**config.mk**
```make
export PLATFORM = sky130hd
export DESIGN_NAME = la_scanctrl
export DESIGN_NICKNAME = d
export VERILOG_FILES = /design/src/rtl/la_scanctrl_pkg.sv /design/src/rtl/la_scanctrl_sreg.sv /design/src/rtl/la_scanctrl.sv
export SDC_FILE = /design/constraint.sdc
export NUM_CORES = 1
export LEC_CHECK = 0
export CORE_AREA = 3 3 54 56
export CTS_CLUSTER_DIAMETER = 40
export DETAILED_ROUTE_END_ITERATION = 16
export DIE_AREA = 0 0 57 59
export GPL_ROUTABILITY_DRIVEN = 0
export PLACE_DENSITY = 0.88
export REMOVE_ABC_BUFFERS = 1
export SYNTH_ARGS = -nofsm -noshare
export SYNTH_HDL_FRONTEND = slang
export SYNTH_SLANG_ARGS = --single-unit
```
**constraint.sdc**
```tcl
create_clock -name clk -period 3.1 [get_ports clk]
set_input_delay 0.62 -clock clk [delete_from_list [all_inputs] [get_ports clk]]
set_output_delay 0.62 -clock clk [all_outputs]
set_load 0.005 [all_outputs]
```
**src/rtl/la_scanctrl_pkg.sv**
```systemverilog
// Shared types and helpers for the scan-chain sequencer.
package la_scanctrl_pkg;

  typedef enum logic [2:0] {
    StIdle,
    StLoad,
    StCapt,
    StUnload,
    StDone
  } scan_state_e;

  function automatic int unsigned max_u(input int unsigned a, input int unsigned b);
    return (a > b) ? a : b;
  endfunction

endpackage

```
**src/rtl/la_scanctrl_sreg.sv**
```systemverilog
// Right-shifting register with synchronous clear, parallel load and serial input at the MSB.
module la_scanctrl_sreg #(
  parameter int unsigned Width = 8
) (
  input  logic             clk_i,
  input  logic             reset_i,
  input  logic             load_i,
  input  logic [Width-1:0] data_i,
  input  logic             shift_i,
  input  logic             sin_i,
  output logic [Width-1:0] q_o
);

  logic [Width-1:0] q_q;
  logic [Width-1:0] shifted;

  // A one-bit register simply takes the serial input on a shift.
  if (Width > 1) begin : g_wide
    assign shifted = {sin_i, q_q[Width-1:1]};
  end else begin : g_narrow
    assign shifted = sin_i;
  end

  // Clear has priority over load, load over shift.
  always_ff @(posedge clk_i) begin
    if (reset_i) begin
      q_q <= '0;
    end else if (load_i) begin
      q_q <= data_i;
    end else if (shift_i) begin
      q_q <= shifted;
    end
  end

  assign q_o = q_q;

endmodule

```
**src/rtl/la_scanctrl.sv**
```systemverilog
// Scan-chain sequencer: serial load, capture cycles with se low, serial unload into result.
module la_scanctrl
  import la_scanctrl_pkg::*;
#(
  parameter int unsigned N    = 8,
  parameter int unsigned CAPT = 1,
  parameter string       PROP = "DEFAULT"
) (
  input  logic         clk,
  input  logic         reset,
  input  logic         start,
  input  logic [N-1:0] pattern,
  input  logic         so,
  output logic         se,
  output logic         si,
  output logic         busy,
  output logic         done,
  output logic [N-1:0] result
);

  localparam int unsigned    CntW      = $clog2(max_u(N, CAPT) + 1);
  localparam logic [CntW-1:0] LoadLast = CntW'(N - 1);
  localparam logic [CntW-1:0] CaptLast = CntW'(CAPT - 1);
  localparam bit             PropEmpty = (PROP == "");

  scan_state_e     state_q, state_d;
  logic [CntW-1:0] cnt_q, cnt_d;
  logic            se_q, se_d;
  logic [N-1:0]    result_q;
  logic [N-1:0]    pat_q;
  logic [N-1:0]    res_q;
  logic            pat_load;

  // pat shifts out LSB first with zero fill, so its LSB is a registered si that is already
  // zero once LOAD completes; the upper bits are only consumed through the shift.
  la_scanctrl_sreg #(
    .Width(N)
  ) u_pat (
    .clk_i  (clk),
    .reset_i(reset),
    .load_i (pat_load),
    .data_i (pattern),
    .shift_i(state_q == StLoad),
    .sin_i  (1'b0),
    .q_o    (pat_q)
  );

  // res collects so on every UNLOAD edge; first bit out ends in res[0].
  la_scanctrl_sreg #(
    .Width(N)
  ) u_res (
    .clk_i  (clk),
    .reset_i(reset),
    .load_i (1'b0),
    .data_i ('0),
    .shift_i(state_q == StUnload),
    .sin_i  (so),
    .q_o    (res_q)
  );

  logic unused_sig;
  assign unused_sig = ^{pat_q[N-1:0], PropEmpty};

  // Next state, phase counter and registered scan enable.
  always_comb begin
    state_d  = state_q;
    pat_load = 1'b0;
    unique case (state_q)
      StIdle: begin
        if (start) begin
          state_d  = StLoad;
          pat_load = 1'b1;
        end
      end
      StLoad:   if (cnt_q == LoadLast) state_d = StCapt;
      StCapt:   if (cnt_q == CaptLast) state_d = StUnload;
      StUnload: if (cnt_q == LoadLast) state_d = StDone;
      StDone:   state_d = StIdle;
      default:  state_d = StIdle;
    endcase

    cnt_d = '0;
    if ((state_d == state_q) && (state_q != StIdle) && (state_q != StDone)) begin
      cnt_d = cnt_q + 1'b1;
    end

    // se is computed from the next state so it is high exactly during LOAD/UNLOAD cycles.
    se_d = (state_d == StLoad) || (state_d == StUnload);
  end

  // State, counter, scan enable and held result.
  always_ff @(posedge clk) begin
    if (reset) begin
      state_q  <= StIdle;
      cnt_q    <= '0;
      se_q     <= 1'b0;
      result_q <= '0;
    end else begin
      state_q <= state_d;
      cnt_q   <= cnt_d;
      se_q    <= se_d;
      if (state_q == StDone) begin
        result_q <= res_q;
      end
    end
  end

  assign se     = se_q;
  assign si     = pat_q[0];
  assign busy   = (state_q == StLoad) || (state_q == StCapt) || (state_q == StUnload);
  assign done   = (state_q == StDone);
  // res is already complete in DONE; result_q keeps it afterwards.
  assign result = (state_q == StDone) ? res_q : result_q;

endmodule

```
Word level (Yosys, flattened, before mapping)
Index checks and enable logic that the tools add are counted.

operators by class
  reduce and logical (&&, ||, !) cells = 10
  equality and inequality tests = 9
  multiplexer cells = 10
  $add $sub $neg = 1
  bitwise logic cells = 1

operators with widths
  kind                                                             count
  8-bit 2-to-1 mux                                                 3
  3-bit 2-to-1 mux                                                 4
  3-bit one-hot mux with 4 select lines                            1
  3-bit by 2-bit == test with 1-bit output, second input constant  3
  3-bit by 1-bit == test with 1-bit output, second input constant  2
  4-bit by 1-bit adder with 4-bit output, second input constant    1
  4-bit by 3-bit == test with 1-bit output, second input constant  1
  4-bit zero test                                                  1
  3-bit == test                                                    1
  3-bit == test, second input constant                             1
  3-bit zero test                                                  1
  1-bit logical OR                                                 3
  3-bit inequality test, second input constant                     1
  3-bit nonzero test                                               1
  1-bit logical AND                                                2
  1-bit 2-to-1 mux                                                 2
  2-bit nonzero test                                               1
  2-bit OR reduction                                               1
  1-bit NOT                                                        1

word-level totals
  flip-flop bits (word level) = 32
  input bits = 12
  word-level logic and storage cells = 37
  output and inout bits = 12

Logic depth before layout (Yosys ltp)
  word-level depth = 8
  mapped depth = 5
  gate-level depth less buffers = 4

Modules after synthesis
Synthesis repeated with hierarchy kept, for this count alone.

unflattened totals
  cell total of the unflattened synthesis = 138
  area total of the unflattened synthesis = 1452.6 um^2

by module, submodules not included
  module            area each (um^2)  cells each  seq. area each (um^2)  times used
  la_scanctrl_sreg  369.1             35          160.2                  2
  la_scanctrl       714.4             68          320.3                  1

Worst setup path before layout
No wires, ideal clock.

  path kind = reg-to-output
  from = register state_q[1]
  to = output port result[0]
  slack = 1352 ps
  path buffers = 2
  stages on the path, launching flop included = 5
  required time = 2480 ps
  arrival = 1128 ps
  cells stage by stage = dfxtp_1 buf_6 nor3b_1 buf_4 mux2_2

between the ends
  word-level cells in the longest chain between the ends = 2

RTL lines
  element                 RTL line           RTL
  from (decl)             la_scanctrl.sv:26  scan_state_e state_q, state_d;
  from (signal assigned)  la_scanctrl.sv:94  state_q <= StIdle;
  from (signal assigned)  la_scanctrl.sv:99  state_q <= state_d;
  3-bit == test           n/a
  named net done          la_scanctrl.sv:17  output logic done,
  8-bit 2-to-1 mux        n/a
  to (decl)               la_scanctrl.sv:18  output logic [N-1:0] result

The timed path passes the listed nets, and every way through them passes these cells.

Worst setup path in the final report
  from = register state_q[2]
  to = output port result[7]

between the ends
  word-level cells in the longest chain between the ends = 2

RTL lines
  element           RTL line            RTL
  3-bit == test     la_scanctrl.sv:113  assign result = (state_q == StDone) ? res_q : result_q;
  8-bit 2-to-1 mux  n/a

No other way between the ends.

==> results.json <==
{
  "status": "complete, no violations",
  "vias": 1012,
  "fin_ws_ns": 0.347,
  "diodes": 0,
  "synthesis.area_um2": 1350,
  "fin_crit_ns": 2.75,
  "setup_tns_ns": 0,
  "dieArea_um2": 3360,
  "grt_use_total": 0.163,
  "whs_ns": 0.480,
  "synth_top_family_by_area": "simple AND/OR/NAND/NOR gates",
  "synth_top_area_frac": 0.475,
  "grt_max_degree": 29,
  "yosys.cell_count.top_type": "dfxtp_1",
  "fmax_mhz": 363,
  "grt_pass1_vias": 1015,
  "drc": 0,
  "grt_pass1_wl_um": 4350,
  "preCtsSetupSlack_ns": 0.712,
  "via_per_inst": 5.47,
  "rows": 18,
  "setup_violations": 0,
  "clockRootBuffer": "clkbuf_4",
  "synth_largest_area_cell": "dfxtp_1",
  "cts_buffer_depth": 2,
  "drive_gt1_frac": 0.135,
  "required_ns": 2.48,
  "cts_tree": "yes",
  "insertion_delay_ns": 0.32,
  "slew_headroom": 0.634,
  "clkTransAtPathRegs_ns": 0.09,
  "reg2reg_slack_ns": 1.48,
  "hold_path.class": "reg -> reg",
  "syn_area_per_cell_um2": 10.3,
  "crit_path_end_kind": "output pin",
  "yosys-top-cells-count": "32 x dfxtp_1, 12 x nor2_1",
  "dp.cells": 177,
  "ir_worst_vdd_mv": 0.326,
  "synth_cell_type_count": 30,
  "crit_type": "reg -> out",
  "slew_viol_final": 0,
  "arrival_ns": 2.13,
  "ys_seq_area_frac": 0.475,
  "reg2reg_depth": 4,
  "synth_cells": 131,
  "routedWlPerCell_um": 13.5,
  "drtPass1Iterations": 4,
  "synth-async-reset-ratio": 0,
  "total_power_mw": 0.727,
  "setup.worst_path.start_class": "register",
  "cts_buffers": 5,
  "synthMuxAreaShare": 0.126,
  "ys_ff_latch": 32,
  "holdPathStages": 2,
  "clock-sinks": 32,
  "dpl_cell_area_um2": 1580,
  "grt_overflow": 0,
  "cts_resized": 0,
  "portBuffers": 23,
  "hold_buffers": 0,
  "htreeDepth": 2,
  "synth_compound_area_frac": 0.131,
  "routed_wl_um": 2490,
  "ys.flop_type": "dfxtp_1",
  "io_pins": 24,
  "synth_edf_count": 0,
  "coreArea_um2": 2480,
  "drtIter0Drc": 25,
  "synthToLayoutAreaGrowth_pct": 21.0,
  "worstMarginPinSlew_ns": 0.547,
  "fin_nets": 168,
  "power.density_nw_per_um2": 445,
  "hpwlAfterDp_um": 1780,
  "die_height_um": 59,
  "fillers": 216,
  "synthAdderAreaFrac": 0.0185,
  "path_max_fanout": 11,
  "synth_simple_gate_area_share": 0.177,
  "drtAntennaViolNets": 0,
  "yosysWarningCount": 0,
  "hold_viol_final": 0,
  "finalCritPeriodShare": 0.888,
  "start_util": 0.545,
  "fin_cells": 185,
  "fin_skew_ns": 0.00458,
  "p_leak_nw": 0.669,
  "final_core_utilization": 0.660,
  "drv_cap": 0,
  "cts_setup_buffers": 0,
  "fin_area_um2": 1630,
  "yosys.area_share.xor_xnor": 0.0195,
  "rsz0062_at_grt": "false",
  "synth_area_leaders": "dfxtp_1 47%, mux2_2 6.7%, mux2i_1 5.9%",
  "antenna_found_initial": 0,
  "die_x_um": 57
}
## per-layer routing
layer,GRT usage,part of all wire
met5,0,0
met4,0.0497,0.012
met3,0.0610,0.059
met2,0.284,0.47
met1,0.188,0.45
## worst paths after layout
path                                                 from                        end
worst max register to register      state_q[2]$_SDFF_PP0_     result_q[0]$_SDFF_PP0_
worst min-delay path            u_pat.q_o[5]$_SDFFE_PP0P_  u_pat.q_o[5]$_SDFFE_PP0P_
worst max-delay path                state_q[2]$_SDFF_PP0_                  result[7]
worst min register to register  u_pat.q_o[5]$_SDFFE_PP0P_  u_pat.q_o[5]$_SDFFE_PP0P_
## critical path, cell delays in order, from the launching register on
cell             delay, ns
dfxtp_1               0.56
nor3b_1               0.24
buf_4                 0.21
mux2_2                0.36
clkdlybuf4s50_1       0.45
## area by class of cell
cell class	instances	area, um2	share of cell area
timing repair buffer	25	245	0.150
multi-input combinational	86	637	0.390
clock buffer	8	58.8	0.0360
sequential	32	641	0.392
inverter	4	15.0	0.00919
tap	30	37.5	0.0230
## state kept, by name (all words and copies together) (netlist names)
signal,count
cnt_q,4
result_q,8
se,1
state_q,3
u_pat.q_o,8
u_res.q_o,8
## cell usage in the layout, fill, tap and decap left out, types with 2 or more instances in the layout
cell type,n
dfxtp_1,32
nor3_1,2
o21ai_0,8
a31oi_1,2
nor2b_1,8
ha_1,2
nor3b_1,2
nor2_1,12
clkbuf_1,2
mux2_2,8
nand3b_1,4
mux2i_1,8
a211oi_1,3
clkbuf_4,5
clkdlybuf4s50_1,23
a22oi_1,7
xor2_1,2
a21oi_1,8
inv_1,4
buf_4,2
## report_power, final
part | internal [mW] | switching (mW) | leakage (nW)
sequential | 0.421 | 0.00765 | 0.260
combinational | 0.0326 | 0.0271 | 0.377
clock | 0.112 | 0.127 | 0.0326
## logic make-up after synthesis
logic type,count (synthesis)
flip-flops,32
multiplexers,16
adder cells (fa/ha/maj),2
AND/OR/NAND/NOR,36
AO/OA/AOI/OAI,29
buffers and inverters,13
XOR/XNOR,3
Note: power is estimated with default switching activity, not from simulation.
